===== config.mk =====
export PLATFORM = sky130hd
export DESIGN_NAME = serial_bit_feeder
export DESIGN_NICKNAME = d
export VERILOG_FILES = /design/src/rtl/serial_bit_feeder.sv
export SDC_FILE = /design/constraint.sdc
export NUM_CORES = 1
export LEC_CHECK = 0
export CAP_MARGIN = 20
export CORE_MARGIN = 5
export CORE_UTILIZATION = 40
export DETAILED_ROUTE_END_ITERATION = 16
export GPL_TIMING_DRIVEN = 0
export PLACE_DENSITY_LB_ADDON = 0.05
export SLEW_MARGIN = 15
export SYNTH_ARGS = -nofsm -noshare
export SYNTH_HDL_FRONTEND = slang
export SYNTH_SLANG_ARGS = --single-unit

===== constraint.sdc =====
create_clock -name clk -period 1.9 [get_ports clk]
set_clock_uncertainty 0.15 [all_clocks]
set_input_delay 0.285 -clock clk [delete_from_list [all_inputs] [get_ports clk]]
set_output_delay 0.285 -clock clk [all_outputs]
set_load 0.05 [all_outputs]

===== src/rtl/serial_bit_feeder.sv =====
// Parallel-to-serial front end with ready/valid input, shift_en stall and a gapless reload.
// Define SERIAL_LSB_FIRST_EN to emit each word LSB first instead of MSB first.
module serial_bit_feeder #(
    parameter int WIDTH = 8,
    parameter int CNT_W = $clog2(WIDTH)
) (
    input  logic             clk,
    input  logic             reset,
    input  logic [WIDTH-1:0] din,
    input  logic             din_valid,
    output logic             din_ready,
    input  logic             shift_en,
    output logic             sout,
    output logic             sout_valid,
    output logic             last
);

    typedef enum logic {
        IDLE,
        SHIFT
    } state_t;

    localparam logic [CNT_W-1:0] CntMax = CNT_W'(WIDTH - 1);

    state_t             state_q, state_d;
    logic [WIDTH-1:0]   shreg_q, shreg_d;
    logic [CNT_W-1:0]   cnt_q, cnt_d;
    logic               cntZero;

    assign cntZero = (cnt_q == '0);

    always_ff @(posedge clk or negedge reset) begin
        if (!reset) begin
            state_q <= IDLE;
            shreg_q <= '0;
            cnt_q   <= '0;
        end else begin
            state_q <= state_d;
            shreg_q <= shreg_d;
            cnt_q   <= cnt_d;
        end
    end

    // Outputs decode only registered state; din_ready alone looks at shift_en so a word can follow the last bit.
    always_comb begin
        state_d    = state_q;
        shreg_d    = shreg_q;
        cnt_d      = cnt_q;
        din_ready  = 1'b0;
        sout       = 1'b0;
        sout_valid = 1'b0;
        last       = 1'b0;

        case (state_q)
            IDLE: begin
                din_ready = reset;
                if (din_valid) begin
                    shreg_d = din;
                    cnt_d   = CntMax;
                    state_d = SHIFT;
                end
            end

            SHIFT: begin
                sout_valid = 1'b1;
`ifdef SERIAL_LSB_FIRST_EN
                sout       = shreg_q[0];
`else
                sout       = shreg_q[WIDTH-1];
`endif
                last       = cntZero;
                din_ready  = reset && cntZero && shift_en;
                if (shift_en) begin
                    if (!cntZero) begin
`ifdef SERIAL_LSB_FIRST_EN
                        shreg_d = {1'b0, shreg_q[WIDTH-1:1]};
`else
                        shreg_d = {shreg_q[WIDTH-2:0], 1'b0};
`endif
                        cnt_d   = cnt_q - 1'b1;
                    end else if (din_valid) begin
                        shreg_d = din;
                        cnt_d   = CntMax;
                    end else begin
                        state_d = IDLE;
                    end
                end
            end

            default: begin
                state_d = IDLE;
            end
        endcase
    end

endmodule


; ---- Yosys cells after proc, flatten, opt, wreduce, memory -nomap -nowiden
; Cells that the tools add are included.
; Widths: inputs -> output; s select.
[totals]
ff_bits = 12
in_bits = 12
out_inout_bits = 4
[classes]
add_sub_neg = 1
n_eq_ne = 1
n_mux = 16
n_bitwise = 1
reduce_logical = 3
[op_table]
columns = operator, count
row1 = $mux 8, 3
row2 = $pmux 8 s2, 1
row3 = $mux 3, 3
row4 = $mux 1, 6
row5 = $pmux 3 s2, 1
row6 = $pmux 1 s2, 2
row7 = $logic_not 3->1, 1
row8 = $sub 3x1->3 const B, 1
row9 = $logic_and 1x1->1, 2
row10 = $ne 2x2->1 const B, 1
row11 = $not 1->1, 1

; ---- Logic depth before layout (Yosys ltp)
; Gate-level depths: netlist of run 1.
[logic_depth]
depth_word = 4
ltp_mapped = 6
ltp_nobuf = 5

; ---- Worst setup path after synthesis of run 1
; OpenSTA, ideal clock, no wires.
[synth_timing]
kind = register to output
start = register state_q
end = output port last
arrival_time_ps = 1558
required_time_ps = 1465
setup_slack_ps = -93
path_stages_with_launch = 4
path_cell_list = dfrtp_1 > buf_4 > inv_1 > nor2_1
[synth_via]
elab_chain_len = 1
[synth_rtl]
columns = item, line
row1 = "start, declared", 25  ; state_t state_q, state_d;
row2 = "start signal, assigned", 38  ; state_q <= state_d;
row3 = $mux 1, 54  ; case (state_q)
row4 = "end, declared", 15  ; output logic last
; No other way between the ends.

; ---- Worst setup path in the final report of run 1
[layout_timing]
start = input port shift_en
end = output port din_ready
[layout_via]
elab_chain_len = 2
[layout_rtl]
columns = item, line
row1 = "start, declared", 12  ; input logic shift_en,
row2 = $logic_and 1x1->1, 72  ; din_ready = reset && cntZero && shift_en;
row3 = $pmux 1 s2, 54
row4 = "end, declared", 11  ; output logic din_ready,
; No other way between the ends.

==> flow_metrics.tcl, run 1 <==
set metrics [dict create \
    place_ws_ps -726 \
    arrival_ps 1420 \
    cp_slowest_cell "clkdlybuf4s50_1" \
    yosysSeqAreaShare_pct 45.1 \
    grt_pass1_wl_um 2460 \
    worstHoldStart "cnt_q[2]" \
    post-route-period-util_pct 97.6 \
    path_cells "clkdlybuf4s50_1 -> inv_1 -> o21ai_2 -> and2_4 -> buf_8" \
    synthToLayoutAreaGrowth_pct 39.3 \
    synth_common_cells "dfrtp_1 (12), nand3b_1 (7), o221a_1 (7), inv_1 (5), o21ai_1 (4)" \
    synth_top_family_by_area "compound AO/OA/AOI/OAI gates" \
    overflow 0 \
    rsz0062_at_grt "yes" \
    h-tree-depth 1 \
    critical_path_required_ps 1460 \
    maxSlewViolCount 0 \
    whs_ps 366 \
    setup.worst_path.class "in2out" \
    initial_core_util_pct 43.2 \
    die_x_um 50.8 \
    synth_area_leader_cell "dfrtp_1" \
    synthAdderAreaFrac_pct 3.76 \
    yosysMostFrequentCell "dfrtp_1" \
    async_flop_share_pct 100 \
    r2r-end "shreg_q[1]" \
    io_pins 16 \
    viasPerCell 5.35 \
    holdPathEnd "cnt_q[2]" \
    port_buffers 15 \
    critical_path.startpoint_type "primary input" \
    synthTopCellsByArea "dfrtp_1 (45%), o221a_1 (12%), nand3b_1 (7.9%)" \
    die_y_um 50.8 \
    tightest_slew_ps 559 \
    setup_ws_ps 45.0 \
    reg2reg_slack_ps 370 \
    layout-drive-gt1-share_pct 29.3 \
    ant_nets 0 \
    n_antenna_cell 0 \
    final_nets 97 \
    cts_root_buf "clkbuf_4" \
    clk_pin_slew_ps 70 \
    fp.coreArea_mm2 0.00154 \
    antenna_found_initial 0 \
    path_max_fanout 6 \
    synth.avg_cell_area_um2 11.1 \
    drtIter0Drc 9 \
    peakVddDrop_mv 0.731 \
    outcome "complete, no violations" \
    finalSetupViolCount 0 \
    r2r_cells 5 \
    cpPeakStageDelay_ps 600 \
    gp_congestion 0.701 \
    wirelength_um 1450 \
    dieArea_mm2 0.00258 \
    yosys.area_share.simple_pct 21.1 \
    dpl.hpwl_um 941 \
    synth_edf_count 0 \
    max_freq_mhz 539 \
    num_vias 524 \
    grtUsageTotal_pct 12.4 \
    max_slew_margin_pct 62.6 \
    post_drt_wl_per_cell_um 14.8 \
    layout_min_cycle_time_ps 1850 \
    syn_nets 74 \
    postSynthCellCount 60 \
    syn_area_um2 666 \
    max_cap_viol_count 0 \
    yosys_warnings 0 \
    p_leak_nw 0.386 \
    cts.sinks 12 \
    synthXorXnorAreaFrac_pct 0 \
    insertion_delay_ps 270 \
    yosysUniqueCellTypes 25 \
    grt_max_degree 13 \
    cts_tree "built" \
    dr.pass1.iters 4 \
    holdPathStages 1 \
    synth_compound_area_share_pct 22.2 \
    synth_top_area_share_pct 45.1 \
    crit-reg2reg-launch "cnt_q[1]" \
    synth_flop_cell "dfrtp_1" \
    grt_pass1_vias 492 \
    holdCritPathClass "reg2reg" \
    ys_ff_latch 12 \
    end_kind "output pin" \
    cts_made_buffers 3 \
    clk_path_buf_depth 2 \
    hold_violations 0 \
    yosys-mux-area-fraction_pct 2.07 \
    num_rows 14 \
    powerDensity_mw_per_mm2 1360 \
    drc 0 \
]
cells in the final DEF, fill, tap and decap left out, types with 2 or more instances in the layout:
cell type	count
inv_1	3
dfrtp_1	12
buf_6	2
o21ai_1	3
nand3b_1	7
inv_2	2
nand3_1	2
buf_4	4
clkdlybuf4s50_1	10
o221a_1	7
clkbuf_4	3
and2_1	2
worst max-delay path by stage:
stage                   from        end  slack [ps]  depth (start not counted)
global route        cnt_q[0]  din_ready         -40                          6
floorplan            state_q       last         130                          3
CTS                 cnt_q[1]  din_ready         0.8                          6
global placement       reset  din_ready        -730                          3
detailed placement     reset  din_ready        -730                          3
finish              shift_en  din_ready          50                          5
cells by family after synthesis:
| logic type | Yosys count |
|---|---|
| simple gates | 20 |
| compound gates | 17 |
| flops | 12 |
| buf+inv | 8 |
| fa+ha+maj | 2 |
| mux | 1 |
per-layer routing:
metal / vias up / global-route usage [%] / share of wire [%]
met5: - / 0 / 0
met4: 0 / 2.55 / 0.69
met3: 2 / 5.33 / 6.3
met2: 15 / 15.3 / 45
met1: 242 / 19.5 / 48
li1: 265 / - / -
per-stage QoR:
stage	power (W)	instances	TNS, ps	instance area [µm²]	utilization (%)
floorplan	0.000843	60	0	668	-
global placement	0.000986	91	-1160	838	54.4
detailed placement	0.000994	91	-1160	838	54.4
CTS	0.00125	97	0	907	58.8
global route	0.00136	98	-42.3	927	60.1
finish	0.00126	98	0	927	60.1
what timing repair did:
item	CTS	global route
cloned	0	0
endpoints found under the hold margin	12	0
pin swaps	0	1
setup buffers	1	1
setup endpoints to repair	3	4
hold buffers	1	0
resized for setup	20	8
worst max-delay path: cells and delay by family:
family / cells / cell delay, ps
buffers and inverters: 3 / 820
and+or+nand+nor: 1 / 160
AOI/OAI and AO/OA: 1 / 150
sequential cells by signal, summed over array words and instances, names as in the netlist:
register and count:
cnt_q 3, shreg_q 8, state_q 1
final cells by class:
| type | instances | area (µm²) |
|---|---|---|
| Multi-Input combinational cell | 40 | 348 |
| Timing Repair Buffer | 18 | 178 |
| Buffer | 3 | 26.3 |
| Sequential cell | 12 | 300 |
| Fill cell | 140 | 614 |
| Tap cell | 16 | 20.0 |
| Inverter | 5 | 18.8 |
| Clock buffer | 4 | 36.3 |
report_power, final:
part,total [W],internal [W],switching [W]
Combinational,0.000630,0.000311,0.000319
Sequential,0.000430,0.000367,0.0000622
Clock,0.000203,0.000117,0.0000867
Total,0.00126,0.000795,0.000468
Note: power is estimated with default switching activity, not from simulation.
==> run 2: changes to the inputs <==
--- a/config.mk
+++ b/config.mk
@@ -9,6 +9,7 @@
 export CORE_MARGIN = 5
 export CORE_UTILIZATION = 40
 export DETAILED_ROUTE_END_ITERATION = 16
+export DONT_BUFFER_PORTS = 1
 export GPL_TIMING_DRIVEN = 0
 export PLACE_DENSITY_LB_ADDON = 0.05
 export SLEW_MARGIN = 15
==> flow_metrics.tcl, run 2 (synthesized netlist as in run 1, its figures left out) <==
set metrics [dict create \
    outcome "complete, no violations" \
    port_buffers 0 \
    insertion_delay_ps 270 \
    tightest_slew_ps 564 \
    synthToLayoutAreaGrowth_pct 23.5 \
    dieArea_mm2 0.00258 \
    die_y_um 50.8 \
    layout_min_cycle_time_ps 1810 \
    grt_pass1_wl_um 2550 \
    r2r_cells 4 \
    final_nets 85 \
    r2r-end "shreg_q[3]" \
    viasPerCell 5.86 \
    num_rows 14 \
    critical_path.startpoint_type "register" \
    end_kind "output pin" \
    holdCritPathClass "in2reg" \
    finalSetupViolCount 0 \
    clk_path_buf_depth 2 \
    post_drt_wl_per_cell_um 16.4 \
    setup.worst_path.class "reg2out" \
    rsz0062_at_grt "no" \
    num_vias 504 \
    regMostFlops "shreg_q" \
    dp.cells 76 \
    initial_core_util_pct 43.2 \
    fp.coreArea_mm2 0.00154 \
    io_pins 16 \
    cp_slowest_cell "dfrtp_2" \
    holdPathEnd "state_q" \
    clk_pin_slew_ps 80 \
    dr.pass1.iters 4 \
    path_buf_inv 2 \
    die_x_um 50.8 \
    grt_pass1_vias 518 \
    finalNonFillerCells 86 \
    cp_top_family "flip-flops" \
    max_cap_viol_count 0 \
    ant_nets 0 \
    cpPeakStageDelay_ps 530 \
    antenna_found_initial 0 \
    whs_ps 47.3 \
    cts_tree "built" \
    cts_root_buf "clkbuf_4" \
    h-tree-depth 1 \
    grt_max_degree 13 \
    reg2reg_slack_ps 260 \
    crit-reg2reg-launch "state_q" \
    holdPathStages 3 \
    layout-drive-gt1-share_pct 34.3 \
    n_antenna_cell 0 \
    setup_tns_ps 0 \
    gp_congestion 0.660 \
    powerDensity_mw_per_mm2 1510 \
    arrival_ps 1380 \
    drtIter0Drc 15 \
    cts_made_buffers 3 \
    grtUsageTotal_pct 13.0 \
    peakVddDrop_mv 0.750 \
    dpl.hpwl_um 927 \
    post-route-period-util_pct 95.3 \
    path_cells "buf_6 -> inv_1 -> nor2_4" \
    maxSlewViolCount 0 \
    max_freq_mhz 552 \
    cts.sinks 12 \
    hold_violations 0 \
    critical_path_required_ps 1460 \
    path_max_fanout 8 \
    max_slew_margin_pct 62.3 \
    wirelength_um 1410 \
    layout_common_cells "dfrtp_1 (11), nand3b_1 (7), o221a_1 (7)" \
    overflow 0 \
    largestRegisters "shreg_q x8, cnt_q x3, state_q x1" \
    drc 0 \
    p_leak_nw 0.342 \
    largest_register_ffs 8 \
    worstHoldStart "shift_en" \
    final_common_cell "dfrtp_1" \
]
run 2: cell count changes in the layout (fill, tap and decap cells not counted), sizes merged:
cell,change
clkdlybuf4s50,-10
buf,-1
dlygate4sd2,-1
dlymetal6s2s,-1
clkbuf,-1
dlygate4sd3,+2
run 2: routing by layer:
layer  track usage (%)  wire [µm]  share of wire, %
met3              6.80         94               6.6
met4              3.83         13              0.92
met2              18.2        657                46
met5                 0          0                 0
met1              17.2        648                46
run 2: repair_timing:
| action | CTS | global route |
|---|---|---|
| setup endpoints to repair | 3 | 2 |
| hold buffers | 3 | 0 |
| buffers inserted | 0 | 3 |
| resized for setup | 11 | 4 |
| hold endpoints to repair | 14 | 0 |
| pin swaps | 2 | 3 |
run 2: worst max path at each step:
stage	start	to	slack, ps	cells after the start
2_1_floorplan	state_q	last	130	3
3_3_place_gp	cnt_q[0]	last	10	5
3_5_place_dp	cnt_q[0]	last	10	5
4_1_cts	cnt_q[0]	last	10	5
5_1_grt	state_q	last	10	3
6_report	state_q	last	90	3
run 2: power breakdown:
part	leakage [nW]	switching [W]	internal [W]	total, W
clock	0.0210	0.0000845	0.000116	0.000201
combinational	0.188	0.000304	0.000297	0.000601
sequential	0.133	0.0000736	0.000368	0.000441
total	0.342	0.000462	0.000781	0.00124
run 2: area by class of cell:
cell class | instances | area [µm²]
fill | 138 | 719
multi-input combinational | 40 | 359
sequential | 12 | 302
timing repair buffer | 6 | 52.6
clock buffer | 4 | 36.3
buffer | 3 | 33.8
tap | 16 | 20.0
inverter | 5 | 18.8
run 2: worst reg2reg max path: cells and delay by family, from the launching register on:
| family | cells | cell delay [ps] |
|---|---|---|
| AO/OA/AOI/OAI | 2 | 620 |
| flip-flops | 1 | 530 |
| buffers and inverters | 2 | 270 |
run 2: stage by stage:
step / setup slack (ps) / cell area [µm²] / util [%] / total power, W
after floorplan: 126 / 668 / - / 0.000843
after global placement: 13.7 / 688 / 44.6 / 0.000911
after detailed placement: 12.3 / 688 / 44.6 / 0.000917
after CTS: 11.7 / 783 / 50.8 / 0.00119
after global routing: 13.9 / 822 / 53.3 / 0.00135
final: 89.1 / 822 / 53.3 / 0.00124
==> run 3: changes to the inputs <==
--- a/config.mk
+++ b/config.mk
@@ -5,12 +5,13 @@
 export SDC_FILE = /design/constraint.sdc
 export NUM_CORES = 1
 export LEC_CHECK = 0
-export CAP_MARGIN = 20
+export CAP_MARGIN = 40
 export CORE_MARGIN = 5
 export CORE_UTILIZATION = 40
 export DETAILED_ROUTE_END_ITERATION = 16
 export DONT_BUFFER_PORTS = 1
 export GPL_TIMING_DRIVEN = 0
+export MAX_ROUTING_LAYER = met4
 export PLACE_DENSITY_LB_ADDON = 0.05
 export SLEW_MARGIN = 15
 export SYNTH_ARGS = -nofsm -noshare
==> flow_metrics.tcl, run 3 (synthesized netlist as in run 1, its figures left out) <==
set metrics [dict create \
    layout-drive-gt1-share_pct 34.3 \
    fin_util_pct 53.3 \
    cp_slowest_cell "dfrtp_2" \
    port_buffers 0 \
    clk_pin_slew_ps 80 \
    ant_nets 0 \
    dr.pass1.iters 4 \
    peakVddDrop_mv 0.753 \
    wirelength_um 1410 \
    cts_made_buffers 3 \
    crit-reg2reg-launch "state_q" \
    cp-startpoint "state_q" \
    layout_min_cycle_time_ps 1810 \
    n_antenna_cell 0 \
    holdCritPathClass "in2reg" \
    dpl.hpwl_um 927 \
    largestRegisters "shreg_q x8, cnt_q x3, state_q x1" \
    outcome "complete, no violations" \
    grt_max_degree 13 \
    largest_register_ffs 8 \
    tightest_slew_ps 567 \
    gp_congestion 0.666 \
    regMostFlops "shreg_q" \
    num_rows 14 \
    layout_common_cells "dfrtp_1 (11), nand3b_1 (7), o221a_1 (7)" \
    overflow 0 \
    initial_core_util_pct 43.2 \
    final_nets 85 \
    max_slew_margin_pct 62.1 \
    finalSetupViolCount 0 \
    setup.worst_path.class "reg2out" \
    cp-endpoint "last" \
    dieArea_mm2 0.00258 \
    antenna_found_initial 0 \
    post_drt_wl_per_cell_um 16.4 \
    arrival_ps 1380 \
    viasPerCell 5.83 \
    grt_pass1_vias 513 \
    p_leak_nw 0.342 \
    num_vias 501 \
    powerDensity_mw_per_mm2 1510 \
    insertion_delay_ps 270 \
    r2r_cells 4 \
    setup_tns_ps 0 \
    max_freq_mhz 552 \
    grtUsageTotal_pct 13.4 \
    cts.sinks 12 \
    cts_root_buf "clkbuf_4" \
    post-route-period-util_pct 95.4 \
    maxSlewViolCount 0 \
    rsz0062_at_grt "no" \
    drtIter0Drc 14 \
    max_cap_viol_count 0 \
    h-tree-depth 1 \
    cts_tree "built" \
    critical_path.startpoint_type "register" \
    fill_cells 138 \
    path_max_fanout 8 \
    critical_path_required_ps 1460 \
    path_cells "buf_6 -> inv_1 -> nor2_4" \
    die_y_um 50.8 \
    reg2reg_slack_ps 260 \
    hold_violations 0 \
    die_x_um 50.8 \
    drc 0 \
    final_common_cell "dfrtp_1" \
    fp.coreArea_mm2 0.00154 \
    clk_path_buf_depth 2 \
    io_pins 16 \
    synthToLayoutAreaGrowth_pct 23.5 \
    end_kind "output pin" \
    grt_pass1_wl_um 2550 \
    cpPeakStageDelay_ps 530 \
    r2r-end "shreg_q[3]" \
]
==> run 3: cell counts in the layout (fill, tap and decap cells not counted) <==
No cell type changed its count.
==> run 3: stage by stage <==
step                      hold slack (ps)  setup WS (ps)  instance area [µm²]  power [W]  cells
final                                45.7           87.6                  822    0.00124     86
after global routing                 32.9           13.9                  822    0.00135     86
after CTS                            48.1           11.7                  783    0.00119     83
after detailed placement             -160           12.3                  688   0.000917     76
after global placement               -160           13.7                  688   0.000911     76
after floorplan                      -161            126                  668   0.000843     60
==> run 3: final cells by class <==
cell class	count	area, µm²	area share (%)
Timing Repair Buffer	6	52.6	6.39
Sequential cell	12	302	36.7
Inverter	5	18.8	2.28
Tap cell	16	20.0	2.44
Buffer	3	33.8	4.11
Clock buffer	4	36.3	4.41
Multi-Input combinational cell	40	359	43.7
==> run 3: worst max-delay path: cells and delay by family, from the launching register on <==
family,cells,cell delay (ps)
buf+inv,2,270
flops,1,530
simple gates,1,300
==> run 3: how the worst min path moves through the flow <==
stage                         from    endpoint  depth (start not counted)
after CTS                   din[7]  shreg_q[7]                          1
after global placement       reset     state_q                          0
after detailed placement     reset     state_q                          0
after global routing      shift_en     state_q                          3
after floorplan              reset    cnt_q[0]                          0
final                     shift_en     state_q                          3
==> run 3: power by group <==
group	switching, W	internal [W]
logic	0.000303	0.000297
clock network	0.0000858	0.000116
registers	0.0000740	0.000368
==> run 3: layer usage <==
| layer | part of all wire, % | GRT usage (%) |
|---|---|---|
| met1 | 47 | 17.2 |
| met2 | 46 | 18.4 |
| met3 | 6.0 | 6.51 |
| met4 | 0.92 | 3.83 |
| met5 | 0 | - |
==> run 3: timing repair <==
action | in CTS | in global routing
pin swaps | 2 | 3
endpoints found under the setup margin | 3 | 2
hold buffers | 3 | 0
setup buffers | 0 | 3
gates resized for setup | 11 | 4
hold endpoints to repair | 14 | 0
